[config.mk]
export PLATFORM = sky130hd
export DESIGN_NAME = msu_sd_sector_responder
export DESIGN_NICKNAME = d
export VERILOG_FILES = /design/src/rtl/msu_sd_sector_responder.sv
export SDC_FILE = /design/constraint.sdc
export NUM_CORES = 1
export LEC_CHECK = 0
export CORE_AREA = 2 2 129 93
export DETAILED_ROUTE_END_ITERATION = 16
export DIE_AREA = 0 0 131 95
export GPL_ROUTABILITY_DRIVEN = 0
export GPL_TIMING_DRIVEN = 1
export PLACE_DENSITY = 0.82
export SETUP_SLACK_MARGIN = 0.15
export SYNTH_ARGS = -nofsm -noshare
export SYNTH_HDL_FRONTEND = slang
export SYNTH_SLANG_ARGS = --single-unit
export TNS_END_PERCENT = 30
[constraint.sdc]
create_clock -name clk -period 8.6 [get_ports clk]
set_input_delay 1.72 -clock clk [delete_from_list [all_inputs] [get_ports clk]]
set_output_delay 1.72 -clock clk [all_outputs]
set_load 0.02 [all_outputs]
[src/rtl/msu_sd_sector_responder.sv]
// Host-side responder for the sd_rd/sd_ack/sd_buff_wr sector-read protocol.
// Fetches a sector word by word from backing memory; bytes at or past img_size read as zero.
module msu_sd_sector_responder #(
  parameter int unsigned LBA_W     = 21,
  parameter int unsigned ADDR_W    = 8,
  parameter int unsigned DATA_W    = 16,
  parameter int unsigned ACK_DELAY = 3,
  parameter int unsigned MEM_AW    = 29
) (
  input  logic              clk,
  input  logic              reset,
  input  logic [31:0]       img_size,
  input  logic              sd_rd,
  input  logic [LBA_W-1:0]  sd_lba,
  output logic              sd_ack,
  output logic [ADDR_W-1:0] sd_buff_addr,
  output logic [DATA_W-1:0] sd_buff_dout,
  output logic              sd_buff_wr,
  output logic [MEM_AW-1:0] mem_addr,
  output logic              mem_rd,
  input  logic              mem_valid,
  input  logic [DATA_W-1:0] mem_rdata,
  output logic              busy,
  output logic              err_range
);

  typedef enum logic [2:0] {StIdle, StAckDly, StFetch, StWaitD, StWrite, StDone} state_e;

  localparam logic [DATA_W-1:0] LowByte = DATA_W'(8'hFF);

  state_e              state_q, state_d;
  logic [3:0]          cnt_q, cnt_d;
  logic [LBA_W-1:0]    lba_q, lba_d;
  logic [31:0]         img_q, img_d;
  logic [ADDR_W-1:0]   w_q, w_d;
  logic [DATA_W-1:0]   data_q, data_d;
  logic [MEM_AW-1:0]   mem_addr_q, mem_addr_d;
  logic                ack_q, ack_d;
  logic                wr_q, wr_d;
  logic                mem_rd_q, mem_rd_d;
  logic                busy_q, busy_d;
  logic                err_q, err_d;

  // 64-bit arithmetic so offsets past 2**32 compare as out of range instead of wrapping
  logic [63:0] off_w;
  logic        off_oor;
  logic        off_tail;

  always_comb begin
    off_w    = (64'(lba_q) << 9) + (64'(w_q) << 1);
    off_oor  = off_w >= 64'(img_q);
    off_tail = (off_w + 64'd1) == 64'(img_q);
  end

  always_comb begin
    state_d    = state_q;
    cnt_d      = cnt_q;
    lba_d      = lba_q;
    img_d      = img_q;
    w_d        = w_q;
    data_d     = data_q;
    mem_addr_d = mem_addr_q;
    ack_d      = ack_q;
    busy_d     = busy_q;
    wr_d       = 1'b0;
    mem_rd_d   = 1'b0;
    err_d      = 1'b0;

    case (state_q)
      StIdle: begin
        if (sd_rd) begin
          lba_d   = sd_lba;
          img_d   = img_size;
          busy_d  = 1'b1;
          cnt_d   = 4'(ACK_DELAY);
          err_d   = (64'(sd_lba) << 9) >= 64'(img_size);
          state_d = StAckDly;
        end
      end
      StAckDly: begin
        cnt_d = cnt_q - 4'd1;
        // Ack rises as the counter expires, giving ACK_DELAY cycles without ack after accept
        if (cnt_q <= 4'd1) begin
          ack_d   = 1'b1;
          w_d     = '0;
          state_d = StFetch;
        end
      end
      StFetch: begin
        if (off_oor) begin
          data_d  = '0;
          wr_d    = 1'b1;
          state_d = StWrite;
        end else begin
          mem_rd_d   = 1'b1;
          mem_addr_d = MEM_AW'({lba_q, w_q});
          state_d    = StWaitD;
        end
      end
      StWaitD: begin
        if (mem_valid) begin
          data_d  = off_tail ? (mem_rdata & LowByte) : mem_rdata;
          wr_d    = 1'b1;
          state_d = StWrite;
        end
      end
      StWrite: begin
        if (&w_q) begin
          state_d = StDone;
        end else begin
          w_d     = w_q + 1'b1;
          state_d = StFetch;
        end
      end
      StDone: begin
        ack_d   = 1'b0;
        busy_d  = 1'b0;
        state_d = StIdle;
      end
      default: state_d = StIdle;
    endcase
  end

  always_ff @(posedge clk or posedge reset) begin
    if (reset) begin
      state_q    <= StIdle;
      cnt_q      <= '0;
      lba_q      <= '0;
      img_q      <= '0;
      w_q        <= '0;
      data_q     <= '0;
      mem_addr_q <= '0;
      ack_q      <= 1'b0;
      wr_q       <= 1'b0;
      mem_rd_q   <= 1'b0;
      busy_q     <= 1'b0;
      err_q      <= 1'b0;
    end else begin
      state_q    <= state_d;
      cnt_q      <= cnt_d;
      lba_q      <= lba_d;
      img_q      <= img_d;
      w_q        <= w_d;
      data_q     <= data_d;
      mem_addr_q <= mem_addr_d;
      ack_q      <= ack_d;
      wr_q       <= wr_d;
      mem_rd_q   <= mem_rd_d;
      busy_q     <= busy_d;
      err_q      <= err_d;
    end
  end

  assign sd_ack       = ack_q;
  assign sd_buff_addr = w_q;
  assign sd_buff_dout = data_q;
  assign sd_buff_wr   = wr_q;
  assign mem_addr     = mem_addr_q;
  assign mem_rd       = mem_rd_q;
  assign busy         = busy_q;
  assign err_range    = err_q;

endmodule

; ---- Yosys cells after proc, flatten, opt, wreduce, memory -nomap -nowiden
; Cells that the tools add are included.
[word_totals]
memories = 0
out_inout_bits = 58
mem_bits_rw = 0
latch_bits = 0
mem_bits_ro = 0
word_cells = 72
input_bits = 73
regBits = 118
[op_classes]
reduce_logical = 15
mul = 0
n_mux = 26
eq_ne = 11
add_sub_neg = 4
n_shift = 0
n_lt_le_gt_ge = 3
n_div = 0
n_bitwise = 1
[op_table]
columns = operator, count
row1 = $mux W16, 3
row2 = $add A31 B1 Y32 const B, 1
row3 = $eq A32 B32 Y1, 1
row4 = $ge A30 B32 Y1, 1
row5 = $ge A31 B32 Y1, 1
row6 = $pmux W16 S2, 1
row7 = $add A30 B9 Y31, 1
row8 = $mux W8, 2
row9 = $pmux W8 S2, 1
row10 = $mux W3, 5
row11 = $pmux W3 S5, 1
row12 = $ne A2 B2 Y1 const B, 5
row13 = $reduce_and A2 Y1, 5
row14 = $reduce_bool A2 Y1, 5
row15 = $reduce_and A3 Y1, 3
row16 = $add A8 B1 Y8 const B, 1
row17 = $mux W1, 8
row18 = $pmux W4 S2, 1
row19 = $reduce_and A8 Y1, 1
row20 = $eq A3 B2 Y1 const B, 2
row21 = $eq A3 B3 Y1 const B, 2
row22 = $pmux W1 S2, 3
row23 = $le A4 B1 Y1 const B, 1
row24 = $mux W4, 1
row25 = 4 further kinds, 4

; ---- Logic depth before layout (Yosys ltp)
[logic_depth]
depth_word = 6
depth_mapped = 9
mapped_depth_nobuf = 8

; ---- Worst setup path before layout
; No wires, ideal clock.
[synth_timing]
path_type = input-to-reg
from = input sd_rd
to = register w_q[7], in the netlist sd_buff_addr[7]
n_path_buf = 0
setup_time_ps = 77
stages = 5
t_arrival_ps = 2992
slack_ps = 5530
t_required_ps = 8523
path_cell_list = nor3_1 -> o31ai_1 -> nand3_2 -> or4_1 -> a21oi_1
[synth_lines]
columns = element, line
row1 = from (decl), 13  ; input logic sd_rd,
row2 = to (signal assigned), 143  ; w_q <= w_d;
row3 = to (decl), 35  ; logic [ADDR_W-1:0] w_q, w_d;

==> results_dict.tcl <==
set metrics [dict create \
    tritoncts "yes" \
    min-delay-start "img_q[30]" \
    finClkSkew_ns 0.0125 \
    busiest_layer "met2" \
    synth_warnings 0 \
    die_y_um 95 \
    holdWs_ns 0.501 \
    ctsHoldBuffers 0 \
    arrival_ns 3.97 \
    fmax_mhz 275 \
    grt_pass1_wl_um 23200 \
    avgViaCountPerCell 5.44 \
    path_cells "clkdlybuf4s50_1 -> nor3_1 -> o31ai_1 -> nand3_2 -> or4_1 -> a21oi_1" \
    cpPeakStageDelay_ns 0.59 \
    r2r_cells 8 \
    chipWidth_um 131 \
    synth_fp_nets 679 \
    cts_buffers 17 \
    whs_endpoint "img_q[30]" \
    area_growth_pct 33.6 \
    setup.worst_path.end_class "flip-flop" \
    p_leak_nw 3.66 \
    drt_iter0_drc 293 \
    ys_seq_area_share_pct 49.0 \
    ioPinCount 131 \
    crit_fanout 9 \
    setup_viol 0 \
    vias 4663 \
    core_um2 11400 \
    synth.avg_cell_area_um2 10.9 \
    hold_path.class "reg -> reg" \
    dp_hpwl_um 10200 \
    slowest_stage "o31ai_1" \
    clock_latency_ns 0.42 \
    rsz0062_at_grt "false" \
    post-route-util_pct 70.9 \
    fin_setup_tns_ns 0 \
    use_met3_pct 4.76 \
    netlist.area_leader.share_pct 49.0 \
    min_period_over_period_pct 42.3 \
    antennaDiodeCount 0 \
    startpoint_type "input port" \
    ys_types 54 \
    postCtsSetupRepairBufs 0 \
    synth_cells 553 \
    pre_cts_ws_ns 4.64 \
    grt_max_degree 86 \
    slew_viol_final 0 \
    clock_path_buffers 2 \
    clk_pin_slew_ns 0.05 \
    ir_worst_vdd_mv 0.192 \
    r2r_end "mem_addr[6]" \
    setup_ws_ns 4.96 \
    die-area_um2 12400 \
    stdcell_count 857 \
    outcome "complete, no violations" \
    drv_cap 0 \
    htreeDepth 4 \
    first_pass_iters 4 \
    worst_pin_slew_ns 1.13 \
    postRouteAntennaNets 0 \
    async_flop_share_pct 100 \
    cts_num_sinks 118 \
    start_util_pct 53.1 \
    routed_wl_um 14400 \
    met2_usage_pct 37.3 \
    grtUsageTotal_pct 24.4 \
    portBuffers 130 \
    regToRegStartpoint "sd_buff_addr[2]" \
    ff2ff_setup_slack_ns 5.02 \
    cts_root_buffer "clkbuf_16" \
    synth_common_cells "dfrtp_1, nand2_1, inv_1" \
    hold_violations 0 \
    synth-edff-count 0 \
    yosysMostFrequentCell "dfrtp_1" \
    startpoint "sd_rd" \
    antenna_found_initial 0 \
    placed_cells 825 \
    yosys.area.top_type "dfrtp_1" \
    drc_errors 0 \
    met1_usage_pct 34.8 \
    power.density_nw_per_um2 362 \
    ys_seq_elements 118 \
    num_rows 33 \
    hold_depth 1 \
    overflow 0 \
    cp.required_ns 8.93 \
    slew_headroom_pct 24.8 \
    wire_per_inst_um 16.8 \
    netlist_area_um2 6030 \
    nets 813 \
    drive_gt1_share_pct 13.0 \
    ys_top_cells_by_area "dfrtp_1, ha_1, mux2_4" \
    grt_pass1_vias 4677 \
    nFillCells 780 \
    critical_path_class "in -> reg" \
    synthFlopType "dfrtp_1" \
    fin_crit_ns 3.64 \
    cts_resized 0 \
]
==> cells by family after synthesis <==
logic type / count (synthesis) / synth area share, %
and+or+nand+nor: 132 / 10.8
AOI/OAI and AO/OA: 118 / 12.0
DFF: 118 / 49.0
buffers and inverters: 76 / 5.13
muxes: 54 / 11.8
adders and majority gates: 53 / 11.0
xor gates and xnor gates: 2 / 0.291
==> routing by layer <==
metal  vias to the layer above  part of all wire [%]
li1                       2228                     -
met1                      2258                    47
met2                       158                    45
met4                         0                   1.6
met5                         -                     0
met3                        19                   5.8
==> state kept, by name, indices dropped and copies added, names as in the netlist, 3 cells and up <==
name	flops
sd_buff_dout	16
mem_addr	29
sd_buff_addr	8
cnt_q	4
img_q	32
lba_q	21
state_q	3
==> power breakdown <==
group,switching [mW],leakage [nW],internal (mW)
clock,0.241,0.285,0.461
combinational,0.636,1.91,0.612
sequential,0.164,1.46,0.799
total,1.04,3.66,1.87
==> worst max-delay path by stage <==
stage                     cells past startpoint              end  slack, ns
after floorplan                               1             busy       3.75
after global placement                        9        err_range       4.79
after detailed placement                      6  sd_buff_addr[7]       4.64
after CTS                                     8      mem_addr[6]       5.01
after global routing                          8      mem_addr[7]       4.80
final                                         6  sd_buff_addr[7]       4.96
==> cells in the final DEF (no fill, tap or decap), types with 3 or more instances in the layout <==
cell type	n
nand3_1	10
a21oi_1	26
nand2_1	65
o21ai_0	53
mux2_2	27
nor2_1	10
buf_4	3
mux2_4	27
clkbuf_1	5
nand2b_1	3
or4_1	3
a21o_1	4
nor3_1	9
clkdlybuf4s50_1	130
bufinv_16	3
nand4_1	8
clkbuf_16	17
and4_1	3
ha_1	53
a32o_1	8
dfrtp_1	118
clkinv_2	4
inv_1	57
==> worst max-delay path: cells and delay by family <==
kind	cells	cell delay [ns]
simple gates	3	0.95
compound gates	2	0.78
buf+inv	1	0.52
==> layout make-up <==
cell class                      instances  area [µm²]  area share [%]
Clock inverter                          9         126            1.57
Multi-Input combinational cell        359        2780            34.5
Timing Repair Buffer                  133        1320            16.4
Inverter                               58         220            2.73
Sequential cell                       118        2950            36.7
Clock buffer                           23         458            5.69
Tap cell                              157         196            2.44
==> through the flow <==
| step | cell area, µm² | total power [mW] |
|---|---|---|
| floorplan | 6030 | 1.77 |
| global placement | 7470 | 2.14 |
| detailed placement | 7470 | 2.20 |
| CTS | 8050 | 2.93 |
| global route | 8050 | 3.11 |
| finish | 8050 | 2.91 |
Power figures use the tool's default switching activity.
